--- config.mk ---
export PLATFORM = sky130hd
export DESIGN_NAME = except_ctrl
export DESIGN_NICKNAME = d
export VERILOG_FILES = /design/src/rtl/except_ctrl.sv
export SDC_FILE = /design/constraint.sdc
export NUM_CORES = 1
export LEC_CHECK = 0
export ABC_AREA = 1
export CORE_ASPECT_RATIO = 0.9
export CORE_MARGIN = 1
export CORE_UTILIZATION = 44
export CTS_BUF_LIST = sky130_fd_sc_hd__clkbuf_2 sky130_fd_sc_hd__clkbuf_4 sky130_fd_sc_hd__clkbuf_8
export CTS_CLUSTER_SIZE = 30
export DETAILED_ROUTE_END_ITERATION = 8
export PLACE_DENSITY = 0.79
export SYNTH_ARGS = -nofsm -noshare
export SYNTH_HDL_FRONTEND = slang
export SYNTH_SLANG_ARGS = --single-unit
export TNS_END_PERCENT = 20
--- constraint.sdc ---
create_clock -name clk -period 1.65 [get_ports clk]
set_clock_uncertainty 0.15 [all_clocks]
set_input_delay 0.33 -clock clk [delete_from_list [all_inputs] [get_ports clk]]
set_output_delay 0.33 -clock clk [all_outputs]
set_load 0.02 [all_outputs]
--- src/rtl/except_ctrl.sv ---
// Exception commit controller (MEM stage): picks the highest-priority cause, strobes the CP0
// update and owns the flush/redirect handshake. Optional `EXC_PERF_CNT_EN adds event counters.
module except_ctrl #(
  parameter logic [31:0] EXC_VECTOR  = 32'hBFC00380,
  parameter int          BIT_INT     = 0,
  parameter int          BIT_ADEL_IF = 1,
  parameter int          BIT_RI      = 10,
  parameter int          BIT_OV      = 12,
  parameter int          BIT_SYS     = 8,
  parameter int          BIT_BP      = 9,
  parameter int          BIT_ADEL_D  = 4,
  parameter int          BIT_ADES    = 5,
  parameter int          BIT_ERET    = 13
) (
  input  logic        clk,
  input  logic        resetn,
  input  logic        mem_valid,
  input  logic [31:0] mem_excepttype,
  input  logic [31:0] mem_pc,
  input  logic        mem_in_delay_slot,
  input  logic [31:0] mem_badvaddr,
  input  logic        int_pending,
  input  logic        status_exl,
  input  logic [31:0] cp0_epc,
  input  logic        flush_ack,
  output logic        flush_o,
  output logic [31:0] flush_pc_o,
  output logic        exc_commit_o,
  output logic [4:0]  exc_code_o,
  output logic [31:0] exc_epc_o,
  output logic        exc_bd_o,
  output logic        exc_badvaddr_we_o,
  output logic [31:0] exc_badvaddr_o,
  output logic        eret_commit_o,
  output logic        busy_o
`ifdef EXC_PERF_CNT_EN
  ,
  output logic [31:0] exc_count_o,
  output logic [31:0] int_count_o
`endif
);

  typedef enum logic [1:0] {S_IDLE, S_COMMIT, S_FLUSH, S_DRAIN} state_t;

  state_t      state, state_next;
  logic        int_hit, trigger;
  logic        sel_eret, sel_bva_we;
  logic [4:0]  sel_code;
  logic [31:0] sel_bva;
  logic        is_eret_q, bva_we_q;

  // The interrupt marker bit is informational only; interrupts come from int_pending.
  logic unused_bits;
  assign unused_bits = ^{mem_excepttype, mem_excepttype[BIT_INT]};

  always_comb begin : cause_select
    // NOTE: every variable gets a default first so no path leaves it unassigned (no latch).
    int_hit    = int_pending && !status_exl;
    sel_code   = 5'd0;
    sel_bva_we = 1'b0;
    sel_bva    = '0;
    sel_eret   = 1'b0;
    if (int_hit) begin
      sel_code = 5'd0;
    end else if (mem_excepttype[BIT_ADEL_IF]) begin
      sel_code   = 5'd4;
      sel_bva_we = 1'b1;
      sel_bva    = mem_pc;
    end else if (mem_excepttype[BIT_RI]) begin
      sel_code = 5'd10;
    end else if (mem_excepttype[BIT_OV]) begin
      sel_code = 5'd12;
    end else if (mem_excepttype[BIT_SYS]) begin
      sel_code = 5'd8;
    end else if (mem_excepttype[BIT_BP]) begin
      sel_code = 5'd9;
    end else if (mem_excepttype[BIT_ADEL_D]) begin
      sel_code   = 5'd4;
      sel_bva_we = 1'b1;
      sel_bva    = mem_badvaddr;
    end else if (mem_excepttype[BIT_ADES]) begin
      sel_code   = 5'd5;
      sel_bva_we = 1'b1;
      sel_bva    = mem_badvaddr;
    end else if (mem_excepttype[BIT_ERET]) begin
      sel_eret = 1'b1;
    end
    trigger = mem_valid && (int_hit || |{mem_excepttype[BIT_ADEL_IF], mem_excepttype[BIT_RI],
                                         mem_excepttype[BIT_OV], mem_excepttype[BIT_SYS],
                                         mem_excepttype[BIT_BP], mem_excepttype[BIT_ADEL_D],
                                         mem_excepttype[BIT_ADES], mem_excepttype[BIT_ERET]});
  end

  always_ff @(posedge clk or negedge resetn) begin : state_reg
    // NOTE: sequential state uses non-blocking assignments so all flops update together.
    if (!resetn) state <= S_IDLE;
    else         state <= state_next;
  end

  always_comb begin : next_state
    state_next = state;
    case (state)
      S_IDLE:   if (trigger) state_next = S_COMMIT;
      S_COMMIT: state_next = S_FLUSH;
      S_FLUSH:  if (flush_ack) state_next = S_DRAIN;
      S_DRAIN:  state_next = S_IDLE;
      default:  state_next = S_IDLE;
    endcase
  end

  // Captured data is held until the next trigger so CP0 can sample it in COMMIT.
  always_ff @(posedge clk or negedge resetn) begin : capture
    if (!resetn) begin
      exc_code_o     <= '0;
      exc_epc_o      <= '0;
      exc_bd_o       <= 1'b0;
      exc_badvaddr_o <= '0;
      bva_we_q       <= 1'b0;
      is_eret_q      <= 1'b0;
      flush_pc_o     <= '0;
    end else if (state == S_IDLE && trigger) begin
      exc_code_o     <= sel_code;
      exc_epc_o      <= mem_in_delay_slot ? mem_pc - 32'd4 : mem_pc;
      exc_bd_o       <= mem_in_delay_slot;
      exc_badvaddr_o <= sel_bva;
      bva_we_q       <= sel_bva_we;
      is_eret_q      <= sel_eret;
      flush_pc_o     <= sel_eret ? cp0_epc : EXC_VECTOR;
    end
  end

  always_comb begin : outputs
    flush_o           = (state == S_COMMIT) || (state == S_FLUSH);
    exc_commit_o      = (state == S_COMMIT) && !is_eret_q;
    eret_commit_o     = (state == S_COMMIT) && is_eret_q;
    exc_badvaddr_we_o = (state == S_COMMIT) && !is_eret_q && bva_we_q;
    busy_o            = (state != S_IDLE);
  end

`ifdef EXC_PERF_CNT_EN
  always_ff @(posedge clk or negedge resetn) begin : perf_cnt
    if (!resetn) begin
      exc_count_o <= '0;
      int_count_o <= '0;
    end else if (state == S_COMMIT && !is_eret_q) begin
      exc_count_o <= exc_count_o + 32'd1;
      if (exc_code_o == 5'd0) int_count_o <= int_count_o + 32'd1;
    end
  end
`endif

endmodule

### After elaboration in Yosys (flattened, before gate mapping)

Index checks and enable logic that the tools add are counted.

| operators by class | value |
|---|---|
| reductions and logical operators | 14 |
| muxes and demuxes | 38 |
| equality and inequality tests | 5 |
| add/subtract/negate cells | 1 |

Operators with widths:

| cell | number |
|---|---|
| 32-bit two-way mux | 10 |
| 32-bit by 3-bit subtractor with 32-bit output (second input constant) | 1 |
| 4-bit two-way mux | 6 |
| 1-bit two-way mux | 17 |
| 2-bit one-hot mux with 4 select lines | 1 |
| 8-bit OR reduction | 1 |
| 1-bit logical AND | 6 |
| 3-bit two-way mux | 2 |
| 2-bit == test (second input constant) | 2 |
| 2-bit two-way mux | 2 |
| 2-bit != test (second input constant) | 2 |
| 2-bit by 1-bit == test with 1-bit output (second input constant) | 1 |
| 1-bit zero test | 2 |
| 2-bit zero test | 1 |
| 1-bit logical OR | 2 |
| 2-bit AND reduction | 1 |
| 2-bit nonzero test | 1 |

| storage, ports and cells | value |
|---|---|
| logic and storage cells | 66 |
| register bits | 106 |
| input port bits | 135 |
| output and inout bits | 107 |

### Longest topological paths before layout

Gate-level depths: netlist (run 1).

| depth | value |
|---|---|
| word-level depth | 10 |
| gate-level depth with buffers | 12 |
| mapped depth without buffers | 11 |

### Least setup slack after synthesis (run 1)

Ideal clock, no wire load.

| path | value |
|---|---|
| kind | input to register |
| from | input mem_pc[2] |
| to | register exc_epc_o[26] |
| setup time | 0.117 ns |
| slack | -0.019 ns |
| path buffers | 0 |
| data arrival time | 1.402 ns |
| stages | 11 |
| path through | inv_1 -> ha_1 -> nand2_1 -> inv_1 -> nand2_1 -> nor2_1 -> nand2_1 -> nor2_1 -> nand3_1 -> nand3_1 -> nand2_1 |

| between the ends | value |
|---|---|
| cells in the longest elaborated chain, start to end | 2 |

RTL lines:

| element | line | RTL |
|---|---|---|
| from (decl) | 19 | `input logic [31:0] mem_pc,` |
| 32-bit by 3-bit subtractor with 32-bit output | 123 | `exc_epc_o <= mem_in_delay_slot ? mem_pc - 32'd4 : mem_pc;` |
| 32-bit two-way mux | 123 |  |
| to (signal assigned) | 123 |  |
| to (decl) | 30 | `output logic [31:0] exc_epc_o,` |

Every way passes these cells.
A chain may end at the register's enable or synchronous reset.

### Worst setup path after layout (run 1)

| path | value |
|---|---|
| from | input mem_excepttype[4] |
| to | register flush_pc_o[30] |

| between the ends | value |
|---|---|
| cells in the longest elaborated chain, start to end | 8 |
| elaborated cells on any way between the ends | 12 |
| classes of those cells | mux: 8; reduce/logical: 4 |

RTL lines:

| element | line | RTL |
|---|---|---|
| from (decl) | 18 | `input logic [31:0] mem_excepttype,` |
| 1-bit two-way mux | 77 | `end else if (mem_excepttype[BIT_ADEL_D]) begin` |
| 1-bit two-way mux | 75 | `end else if (mem_excepttype[BIT_BP]) begin` |
| 1-bit two-way mux | 73 | `end else if (mem_excepttype[BIT_SYS]) begin` |
| 1-bit two-way mux | 71 | `end else if (mem_excepttype[BIT_OV]) begin` |
| 1-bit two-way mux | 69 | `end else if (mem_excepttype[BIT_RI]) begin` |
| 1-bit two-way mux | 65 | `end else if (mem_excepttype[BIT_ADEL_IF]) begin` |
| 1-bit two-way mux | 63 | `if (int_hit) begin` |
| 32-bit two-way mux | 128 | `flush_pc_o <= sel_eret ? cp0_epc : EXC_VECTOR;` |
| to (signal assigned) | 128 |  |
| to (decl) | 27 | `output logic [31:0] flush_pc_o,` |

Parallel ways exist; a longest one is shown, timed or not.

==> results of run 1 <==
==> stage by stage <==
stage                     TNS [ns]  hold slack (ns)  area (um2)  utilization, %
final                       -25.10           0.2528        9343           76.76
after floorplan           -0.04794          -0.1156        5544               -
after CTS                   -11.58           0.2212        9206           75.64
after global placement      -42.26           0.1213        8494           69.79
after global routing        -29.36           0.2659        9343           76.76
after detailed placement    -47.86           0.1186        8494           69.79
==> placed cells by master, fill, tap and decap left out, drive strengths merged <==
master / Yosys / final
ha: 4 / 4
clkdlybuf4s15: 0 / 1
dfrtp: 105 / 105
o211ai: 32 / 32
o21bai: 1 / 1
clkbuf: 16 / 13
clkdlybuf4s50: 0 / 105
a21oi: 32 / 32
xor2: 11 / 11
nand4: 6 / 6
dlygate4sd2: 0 / 101
nor3: 5 / 5
o21ai: 69 / 69
nand2: 232 / 232
nand3: 66 / 66
nor2: 58 / 58
inv: 62 / 64
buf: 23 / 124
clkinvlp: 0 / 1
dlymetal6s2s: 0 / 2
bufinv: 0 / 2
and2: 1 / 1
dlygate4sd3: 0 / 1
clkinv: 0 / 1
conb: 1 / 1
==> cell families (layout without fill, tap and decap cells) <==
group / after synthesis / after routing / synth area share [%]
compound gates: 134 / 134 / 13.59
xor+xnor: 11 / 11 / 1.738
fa+ha+maj: 4 / 4 / 0.9028
buf+inv: 101 / 415 / 8.982
flops: 105 / 105 / 47.39
other cells: 1 / 1 / 0.06764
simple gates: 368 / 368 / 27.33
==> per-layer routing <==
layer  GRT usage [%]  share of wire [%]  vias to the layer above
met5               0                  0                        -
met4           13.05                3.3                        0
met3           6.593                7.7                       60
met2           53.20                 48                      356
met1           40.61                 41                     2999
li1                -                  -                     2983
==> worst min path at each step <==
stage / end / slack, ns / from / depth (start not counted)
2_1_floorplan: bva_we_q / -0.12 / resetn / 0
4_1_cts: exc_code_o[0] / 0.22 / mem_excepttype[1] / 6
3_3_place_gp: flush_pc_o[1] / 0.12 / resetn / 1
6_report: flush_pc_o[1] / 0.25 / resetn / 2
3_5_place_dp: flush_pc_o[1] / 0.12 / resetn / 1
5_1_grt: flush_pc_o[1] / 0.27 / resetn / 2
==> final cells by class <==
class	instances	share of cell area, %
Timing Repair Buffer	336	36.25
Sequential cell	105	28.12
Multi-Input combinational cell	518	28.08
Inverter	62	2.692
Tap cell	160	2.143
Clock buffer	11	1.620
Clock inverter	5	0.9107
Timing Repair inverter	1	0.1741
==> power breakdown <==
part | internal (W) | leakage (nW) | switching, W
Sequential | 0.00342 | 1.36 | 0.000524
Clock | 0.000947 | 0.116 | 0.000929
Combinational | 0.00281 | 3.31 | 0.00350
Total | 0.00718 | 4.78 | 0.00495
==> what timing repair did <==
item                                    4_1_cts  5_1_grt
hold buffers                                  1        0
gates resized for setup                     214       25
pin swaps                                    23        4
gates cloned                                 10        2
buffers inserted                             10        2
endpoints found under the setup margin      209      111
endpoints found under the hold margin        20        0
==> out/qor.yml, run 1 <==
place_congestion: 0.9288
syn_nets: 863
synth_area_um2: 5544
grt-ovfl-total: 0
crit_chain: "clkdlybuf4s50_1, inv_1, nand2_1, nor3_2, nand2_1, nand2_2, nor2_4, buf_12, inv_12, buf_12, buf_16, nand2_1, nand2_1"
reg.largest.list: "exc_badvaddr_o: 32 flops, exc_epc_o: 32 flops, flush_pc_o: 32 flops"
die_w_um: 120.3
worst-path-max-fanout: 6
final-seq-area_um2: 2628
synthCells: 724
cp_common_cell: "nand2_1"
grt_pass1_vias: 6283
grt_pass1_wl_mm: 32.09
crit_type: "in -> reg"
critPathSlowestCell: "clkdlybuf4s50_1"
leakage_nw: 4.784
antenna_left: 0
grt_use_total_pct: 31.92
drtIter0Drc: 648
path_buf_inv: 6
vias: 6398
startpoint: "mem_excepttype[4]"
min_path_type: "in -> async"
area_growth_pct: 68.52
fin_crit_sh_pct: 119.0
stdcell_count: 1198
drc: 0
cp_top_family: "buffers and inverters"
cp_slowest_stage_delay_ns: 0.52
critPathRequiredTime_ns: 1.76
clockBufferDepth: 2
final-setup-viol-count: 108
post-dp-hpwl_mm: 13.43
root_buffer: "clkbuf_8"
htreeDepth: 3
cts_buffers: 9
rsz0062_at_grt: "true"
rr_endpoint: "flush_pc_o[30]"
clk-insertion-delay-late_ns: 0.36
startpoint_type: "primary input"
synth_common_cells: "nand2_1 (229), dfrtp_1 (105), nand3_1 (66), inv_1 (59), nor2_1 (54)"
diodes: 0
synthTopCellsByArea: "dfrtp_1 (47%), nand2_1 (16%), nand3_1 (6.0%)"
drive_above_1_share_pct: 20.71
yosysTopAreaCell: "dfrtp_1"
postSynth.asyncResetShare_pct: 100.0
cts_tree: "done"
ios: 242
synth_flop_cell: "dfrtp_1"
cp_data_arrival_time_ns: 2.08
drv_slew: 0
fin_ws_ns: -0.3130
power_w: 0.01213
place_worst_setup_slack_ns: -0.5917
nNetsFinal: 1172
cts_sinks: 105
die_h_um: 108.5
synth.distinct_cells: 27
antenna_found_initial: 0
clkTransAtPathRegs_ns: 0.10
synth.avg_cell_area_um2: 7.658
routed_via_density: 5.341
rrSetupSlack_ns: -0.24
r2r_start: "state[1]"
initial_utilization_pct: 45.55
status: "complete, but fails checks"
r2r_cells: 12
violations: "setup timing"
wl_mm: 21.09
synth_top_area_share_pct: 47.39
critPathCapture: "flush_pc_o[30]"
n_fill_cell: 880
fmax_ghz: 0.5094
finalHoldViolations: 0
synth-seq-area-share_pct: 47.39
layout_min_cycle_time_ns: 1.963
crit_cells: 13
grt_start_max_net_pins: 37
p_per_area_nw_per_um2: 1298
multi_input_area_um2: 2624
ir_worst_vdd_mv: 0.8547
synthMostInstantiatedCell: "nand2_1"
coreArea_um2: 12170
synth_edf_count: 0
cp-end-kind: "register"
port_buffers: 216
drtPass1Iterations: 5
std_cell_rows: 38
die_area_um2: 13050
synth.ff_latch_count: 105
place_inst: 1157
yosys_warnings: 0
wire_per_inst_um: 17.60
max-cap-violations: 0
No activity file was read; power rests on OpenSTA's default activity.
==> run 2, diff against run 1 <==
--- a/config.mk
+++ b/config.mk
@@ -12,7 +12,8 @@
 export CTS_BUF_LIST = sky130_fd_sc_hd__clkbuf_2 sky130_fd_sc_hd__clkbuf_4 sky130_fd_sc_hd__clkbuf_8
 export CTS_CLUSTER_SIZE = 30
 export DETAILED_ROUTE_END_ITERATION = 8
-export PLACE_DENSITY = 0.79
+export HOLD_SLACK_MARGIN = 0.03
+export PLACE_DENSITY_LB_ADDON = 0.12
 export SYNTH_ARGS = -nofsm -noshare
 export SYNTH_HDL_FRONTEND = slang
 export SYNTH_SLANG_ARGS = --single-unit
==> out/qor.yml, run 2 (synthesized netlist as in run 1, its figures left out) <==
status: "complete, but fails checks"
leakage_nw: 4.728  # -1.2%
ios: 242  # unchanged
fin_ws_ns: -0.2928  # +0.02018 ns
place_congestion: 0.9929  # +6.9%
worst-slew-pin-transition_ns: 0.5809
port_buffers: 216  # unchanged
diodes: 0  # unchanged
maxSlewHeadroom_pct: 61.28
r2r_cells: 13  # +1
htreeDepth: 3  # unchanged
area_growth_pct: 70.41
cts_buffers: 9  # unchanged
max-cap-violations: 0  # unchanged
final-setup-viol-count: 109  # +0.93%
p_per_area_nw_per_um2: 1302  # +0.27%
grt_pass1_wl_mm: 32.16  # +0.22%
vias: 6297  # -1.6%
fin_tns_setup_ns: -21.45  # +3.651 ns
root_buffer: "clkbuf_8"
final-seq-area_um2: 2628  # unchanged
grt_start_max_net_pins: 106  # +190%
crit_chain: "inv_2, buf_6, ha_4, inv_4, buf_6, nor2_4, buf_12, buf_12, inv_16, buf_12, buf_16, nand2_2, nand2_1"
drtIter0Drc: 501  # -23%
r2r_start: "state[1]"
drc: 0  # unchanged
multi_input_area_um2: 2699  # +2.9%
layout_min_cycle_time_ns: 1.943  # -0.02018 ns
startpoint_type: "register"
clockBufferDepth: 2  # unchanged
critPathSlowestCell: "dfrtp_1"
whs_path_depth: 5
die_h_um: 108.5  # unchanged
cp-end-kind: "register"
cts_tree: "done"
crit_cells: 13  # unchanged
post-dp-hpwl_mm: 13.67  # +1.9%
cp_data_arrival_time_ns: 2.08  # about the same
grt_use_total_pct: 32.31  # +0.39 points
initial_utilization_pct: 45.55  # unchanged
rrSetupSlack_ns: -0.29  # -0.05 ns
wire_per_inst_um: 17.76  # +0.90%
min_path_type: "in -> reg"
clk-insertion-delay-late_ns: 0.39  # +0.03 ns
nNetsFinal: 1170  # -0.17%
drive_above_1_share_pct: 23.26  # +2.5 points
clkTransAtPathRegs_ns: 0.11  # about the same
final_common_cell: "nand2_1"
wl_mm: 21.24  # +0.74%
path_buf_inv: 9  # +3
fin_crit_sh_pct: 117.7  # -1.2 points
die_w_um: 120.3  # unchanged
reg.largest.list: "exc_badvaddr_o: 32 flops, exc_epc_o: 32 flops, flush_pc_o: 32 flops"
grt-ovfl-total: 0  # unchanged
min_from: "mem_excepttype[1]"
n_fill_cell: 846  # -3.9%
rsz0062_at_grt: "true"
coreArea_um2: 12170  # unchanged
place_worst_setup_slack_ns: -0.6080  # -0.01632 ns
cp_common_cell: "buf_12"
drtPass1Iterations: 7  # +2
rr_endpoint: "flush_pc_o[0]"
layout_common_cells: "nand2_1 (181), clkdlybuf4s50_1 (106), dfrtp_1 (105)"
fmax_ghz: 0.5147  # +1.0%
worst-path-max-fanout: 7  # +1
cts_sinks: 105  # unchanged
crit_type: "reg -> reg"
drv_slew: 0  # unchanged
violations: "setup timing"
finalHoldViolations: 0  # unchanged
critPathRequiredTime_ns: 1.79  # +0.03 ns
cp_top_family: "buffers and inverters"
grt_pass1_vias: 6215  # -1.1%
antenna_found_initial: 0  # unchanged
cp_slowest_stage_delay_ns: 0.41  # -0.11 ns
antenna_left: 0  # unchanged
ir_worst_vdd_mv: 0.7319  # -14%
routed_via_density: 5.265  # -1.4%
std_cell_rows: 38  # unchanged
holdPathEnd: "exc_code_o[1]"
die_area_um2: 13050  # unchanged
[run 2: cell types whose count changed in the layout (fill, tap and decap cells not counted), sizes merged]
| cell | delta |
|---|---|
| bufbuf | +2 |
| clkdlybuf4s15 | +31 |
| clkinv | +2 |
| dlygate4sd2 | -37 |
| bufinv | -2 |
| clkbuf | +3 |
| buf | -4 |
| inv | +2 |
| clkdlybuf4s50 | +1 |
[run 2: per-layer routing]
layer,vias to the layer above,share of wire (%),wire length [um],track usage [%]
met1,2965,41,8802,41.85
met2,317,49,10400,54.47
met4,0,2.3,480,11.02
li1,2976,-,-,-
met3,39,7.3,1561,6.065
met5,-,0,0,0
[run 2: worst max-delay path by stage]
| stage | end | from | slack, ns |
|---|---|---|---|
| after floorplan | exc_epc_o[26] | mem_pc[2] | -0.02 |
| after global placement | exc_epc_o[26] | mem_pc[2] | -0.52 |
| after detailed placement | exc_epc_o[26] | mem_pc[2] | -0.61 |
| after CTS | exc_epc_o[29] | state[1] | -0.26 |
| after global routing | exc_badvaddr_o[24] | state[1] | -0.36 |
| final | flush_pc_o[0] | state[1] | -0.29 |
[run 2: timing repair]
action,4_1_cts,5_1_grt
hold buffers,1,0
buffers inserted,8,8
pin swaps,12,4
setup endpoints to repair,209,138
endpoints found under the hold margin,105,0
cloned,13,2
resized for setup,208,99
[run 2: area by class of cell]
| class | instances | area share, % |
|---|---|---|
| Clock buffer | 9 | 1.311 |
| Sequential cell | 105 | 27.81 |
| Inverter | 62 | 2.622 |
| Clock inverter | 7 | 0.9005 |
| Multi-Input combinational cell | 518 | 28.57 |
| Tap cell | 160 | 2.119 |
| Timing Repair inverter | 1 | 0.2119 |
| Timing Repair Buffer | 334 | 36.46 |
[run 2: power by group]
part / switching [W] / internal, W / total, W
Combinational: 0.00358 / 0.00307 / 0.00665
Sequential: 0.000562 / 0.00342 / 0.00398
Clock: 0.00106 / 0.000608 / 0.00167
[run 2: worst reg2reg max path, cell delays in order, from the launching register on]
cell and delay, ns:
dfrtp_1 0.41, inv_2 0.09, buf_6 0.10, ha_4 0.14, inv_4 0.04, buf_6 0.11
nor2_4 0.12, buf_12 0.15, buf_12 0.13, inv_16 0.05, buf_12 0.13, buf_16 0.14
nand2_2 0.05, nand2_1 0.05
[run 2: metrics by stage]
step / std cells / util [%] / total power [W] / hold WS, ns / area [um2]
after floorplan: 724 / - / 0.006680 / -0.1156 / 5544
after global placement: 1149 / 68.99 / 0.009347 / 0.2954 / 8397
after detailed placement: 1149 / 68.99 / 0.009450 / 0.2980 / 8397
after CTS: 1187 / 75.37 / 0.01183 / 0.1760 / 9174
after global routing: 1196 / 77.62 / 0.01292 / 0.2636 / 9448
final: 1196 / 77.62 / 0.01230 / 0.2490 / 9448
==> edit 1, RTL diff (settings of run 2) <==
The parameter `BIT_SYS` goes from 8 to 16.
--- a/src/rtl/except_ctrl.sv
+++ b/src/rtl/except_ctrl.sv
@@ -6,7 +6,7 @@
   parameter int          BIT_ADEL_IF = 1,
   parameter int          BIT_RI      = 10,
   parameter int          BIT_OV      = 12,
-  parameter int          BIT_SYS     = 8,
+  parameter int          BIT_SYS     = 16,
   parameter int          BIT_BP      = 9,
   parameter int          BIT_ADEL_D  = 4,
   parameter int          BIT_ADES    = 5,
Behaviour: not the same (Yosys sat finds a counterexample within 4 cycles, from zero or initial values and one cycle with resetn low).
==> edit 1 against run 2 <==
  * Synthesized area grew 0.29%
  * Critical path type is now reg2out
  * Critical path depth fell by 8
  * Worst setup slack better by 0.093 ns
  * The run still ends with setup timing left
  * Power grew 2.7%
  * Highest routed layer unchanged
  * Sequential cell count did not move
  * Final area fell by 0.45%
  * Routed wire length is 2.2% lower
==> edit 1: results (changes against run 2) <==
dr_wl_met2_um: 10500  # +1.1%
grt_util_met1: 0.348  # -0.0709
place_area_sq_um: 8470  # +0.89%
synth_area_leaders: "dfrtp_1 47%, nand2_1 18%, o21ai_0 7.8%"
ys_seq_area_frac: 0.473  # -0.00139
status: "finished with violations"
first_pass_iters: 5  # -2
synthCells: 750  # +3.6%
antenna_left: 0  # unchanged
drive_gt1_frac: 0.224  # -0.00904
power.leakage_nw: 4.89  # +3.4%
grt_usage: 0.277  # -0.0460
grt_max_degree: 75  # -29%
via_per_inst: 5.21  # -1.0%
grt_pass1_vias: 5796  # -6.7%
violations: "setup timing"
drtIter0Drc: 605  # +21%
met3_length_um: 1470  # -6.0%
grt_util_met3: 0.0429  # -0.0178
gp_congestion: 0.923  # -7.1%
use_met2: 0.490  # -0.0546
vdd_drop_max_mv: 0.762  # +4.1%
synthTopCellsByCount: "266 x nand2_1, 105 x dfrtp_1, 87 x o21ai_0"
arrival_ns: 1.37  # -0.71 ns
wl_met1_um: 8310  # -5.6%
fin_ws_ns: -0.200  # +0.0928 ns
vias: 6357  # +0.95%
post-dp-hpwl_um: 13500  # -0.93%
nets: 1194  # +2.1%
clk_latency_ns: 0.37  # -0.02 ns
setup_violations: 104  # -4.6%
edit 1: cell types whose count changed in the layout (fill, tap and decap cells not counted), sizes merged, moves of 4 or more:
cell and delta:
buf -12, dlymetal6s2s +4, dlygate4sd2 +32, a21oi -30
clkbuf +6, nand3 +6, o211ai -29, nor2 +10
clkdlybuf4s50 -6, nand2 +35, o21ai +30, clkdlybuf4s15 -25
edit 1: cell type report:
class	instances	area, sq um
sequential	105	2630
multi-input combinational	545	2810
fill	899	2770
clock buffer	10	138
inverter	64	267
clock inverter	6	71.3
tap	160	200
timing repair buffer	330	3300
edit 1: logic make-up after synthesis:
family                     after synthesis  share of synthesized area
DFF                                    105                      0.473
buffers and inverters                  100                     0.0848
and+or+nand+nor                        424                      0.319
xor gates and xnor gates                11                     0.0173
adders and majority gates                4                    0.00900
AOI/OAI and AO/OA                      105                     0.0963
other                                    1                   0.000674
edit 1: power by group:
group	switching, mW	internal [mW]	leakage (nW)
logic	3.69	2.96	3.43
registers	0.704	3.56	1.36
clock network	0.952	0.760	0.0999
total	5.35	7.28	4.89
edit 1: what timing repair did:
| item | 4_1_cts | 5_1_grt |
|---|---|---|
| hold endpoints to repair | 105 | 0 |
| gates resized for setup | 186 | 128 |
| setup buffers | 0 | 10 |
| hold buffers | 1 | 0 |
| cloned | 0 | 14 |
| pin swaps | 3 | 13 |
| endpoints found under the setup margin | 209 | 115 |
edit 1: per-stage QoR:
stage	setup slack (ns)	setup TNS, ns	total power [mW]
after global placement	-0.482	-39.33	10.0
after global routing	-0.265	-14.42	13.3
final	-0.200	-6.71	12.6
after CTS	-0.205	-3.19	11.3
after floorplan	0.0114	0	6.98
after detailed placement	-0.568	-46.24	10.1
edit 1: worst paths after layout:
| check | start | end | slack [ns] | cells past startpoint |
|---|---|---|---|---|
| worst max-delay path | state[1]$_DFFE_PN0P_ | exc_badvaddr_we_o | -0.20 | 5 |
| worst max register to register | state[0]$_DFFE_PN0P_ | exc_epc_o[20]$_DFFE_PN0P_ | -0.14 | 9 |
| max in group asynchronous | resetn | exc_epc_o[13]$_DFFE_PN0P_ | 0.64 | 3 |
| worst min-delay path | mem_excepttype[10] | exc_code_o[1]$_DFFE_PN0P_ | 0.17 | 3 |
| min in group asynchronous | resetn | exc_badvaddr_o[6]$_DFFE_PN0P_ | 0.33 | 3 |
| worst min register to register | exc_epc_o[25]$_DFFE_PN0P_ | exc_epc_o[25]$_DFFE_PN0P_ | 0.34 | 2 |
edit 1: worst min-delay path: cells and delay by family:
| kind | cells | cell delay, ns |
|---|---|---|
| AOI/OAI and AO/OA | 1 | 0.08 |
| and+or+nand+nor | 1 | 0.09 |
| buffers and inverters | 1 | 0.15 |
==> edit 2, RTL diff (settings of run 2) <==
Without the edit above. Encoding of `state_t`: now Gray code (2 bits for 4 states).
--- a/src/rtl/except_ctrl.sv
+++ b/src/rtl/except_ctrl.sv
@@ -40,7 +40,7 @@
 `endif
 );
 
-  typedef enum logic [1:0] {S_IDLE, S_COMMIT, S_FLUSH, S_DRAIN} state_t;
+  typedef enum logic [1:0] {S_IDLE = 2'b00, S_COMMIT = 2'b01, S_FLUSH = 2'b11, S_DRAIN = 2'b10} state_t;
 
   state_t      state, state_next;
   logic        int_hit, trigger;
Behaviour: same outputs for any inputs over 4 cycles, from zero or initial values and one cycle with resetn low; so few cycles prove little.
==> edit 2 against run 2 <==
  * The flow still finishes with violations (setup timing)
  * Hold slack lost 0.021 ns
  * Synthesized area shrank 0.47%
  * Worst setup slack gained 0.15 ns
  * Final area grew 0.46%
  * Fmax grew 8.4%
  * Sequential cell count is the same
  * First-iteration DRC count shrank 5.2%
  * Count of clock-buffer cells in the layout grew 1
  * Power grew 1.0%
  * Routed wire length grew 1.8%
  * Largest cell class unchanged
==> edit 2: results (changes against run 2) <==
power_frac_clock: 0.144  # +0.009
ys_seq_area_frac: 0.476  # +0.00226
setup_violations: 107  # -1.8%
routed_wirelength_um: 21600  # +1.8%
synth_warnings: 0  # unchanged
post_cts_buffers: 1  # -7
status: "finished with violations"
clk_latency_ns: 0.38
cts.reportedPaths.clkPinSlew_ns: 0.10
power.leakage_nw: 5.04  # +6.6%
diodes: 0  # unchanged
port_buffers: 216  # unchanged
clock_path_buffers: 2  # unchanged
synth_area_leaders: "dfrtp_1 48%, nand2_1 19%, nand3_1 7.8%"
finalSetupTns_ns: -5.92  # +15.53 ns
yosysUniqueCellTypes: 33  # +22%
grt_pass1_vias: 5944  # -4.4%
cts_resized: 152  # -27%
syn_nets: 869  # +0.70%
drive_gt1_frac: 0.264  # +0.0309
first_pass_iters: 5  # -2
htreeDepth: 3  # unchanged
clock-root-buffer: "clkbuf_8"
dp_slack_ns: -0.564  # +0.0437 ns
vdd_drop_max_mv: 0.864  # +18%
swShare: 0.425  # +0.00248
cts_made_buffers: 9  # unchanged
detail_route.wl_per_cell_um: 17.8  # +0.25%
path_max_fanout: 4  # -3
violations: "setup timing"
synthTopCellsByCount: "280 x nand2_1, 105 x dfrtp_1, 86 x nand3_1"
arrival_ns: 1.31  # -0.77 ns
via_per_inst: 5.26  # about the same
synthFlopType: "dfrtp_1"
drtIter0Drc: 475  # -5.2%
postCtsHoldBufs: 1  # unchanged
nets: 1187  # +1.5%
crit_slowest_cell: "dfrtp_1"
place_area_sq_um: 8470  # +0.92%
largestRegisters: "exc_badvaddr_o: 32 flops, exc_epc_o: 32 flops, flush_pc_o: 32 flops"
drv_cap: 0  # unchanged
grt_max_degree: 56  # -47%
post-dp-hpwl_um: 13700  # +0.45%
critPathMaxStageDelay_ns: 0.40
synth.avg_cell_area_sq_um: 7.53  # -1.7%
grt_pass1_wl_um: 29700  # -7.6%
comb_power_mw: 6.44  # -3.2%
fin_ws_ns: -0.142  # +0.151 ns
grt_usage: 0.294  # -0.0295
gp_congestion: 0.926  # -6.7%
finalPower_mw: 12.4  # +1.0%
crit_family: "flip-flops"
## edit 2: worst paths after layout
kind / startpoint / cells after the start / slack [ns] / endpoint
setup / recovery: state[0]$_DFFE_PN0P_ / 4 / -0.14 / exc_commit_o
hold / removal: mem_pc[3] / 4 / 0.23 / exc_epc_o[3]$_DFFE_PN0P_
setup reg to reg: state[1]$_DFFE_PN0P_ / 8 / -0.11 / exc_badvaddr_o[0]$_DFFE_PN0P_
hold reg to reg: flush_pc_o[27]$_DFFE_PN0P_ / 2 / 0.33 / flush_pc_o[27]$_DFFE_PN0P_
max in group asynchronous: resetn / 3 / 0.53 / flush_pc_o[19]$_DFFE_PN0P_
min in group asynchronous: resetn / 2 / 0.24 / exc_epc_o[8]$_DFFE_PN0P_
## edit 2: tightest hold or removal path, stage by stage
cell and delay [ns]:
dlymetal6s2s_1 0.12, buf_4 0.14, o211ai_1 0.10, nand2_1 0.06
## edit 2: cells by family (layout without fill, tap and decap cells)
group | Yosys count | count (layout) | synth area share
flops | 105 | 105 | 0.476
fa+ha+maj | 1 | 1 | 0.00227
other cells | 1 | 1 | 0.000680
simple gates | 435 | 435 | 0.332
compound gates | 81 | 81 | 0.0832
xor+xnor | 12 | 12 | 0.0190
buf+inv | 98 | 420 | 0.0871
## edit 2: area by class of cell
cell class              instances  area (sq um)
repair buffers                345          3380
fillers                       870          2630
inverters                      58           235
repair inverters                2          20.0
multi-input cells             530          2810
well taps                     160           200
clock inverters                 5          78.8
flip-flops and latches        105          2630
clock buffers                  10           131
## edit 2: per-layer routing
metal / part of all wire / track usage
met2: 0.49 / 0.475
met5: 0 / 0
met4: 0.023 / 0.0911
met3: 0.072 / 0.0622
met1: 0.42 / 0.395
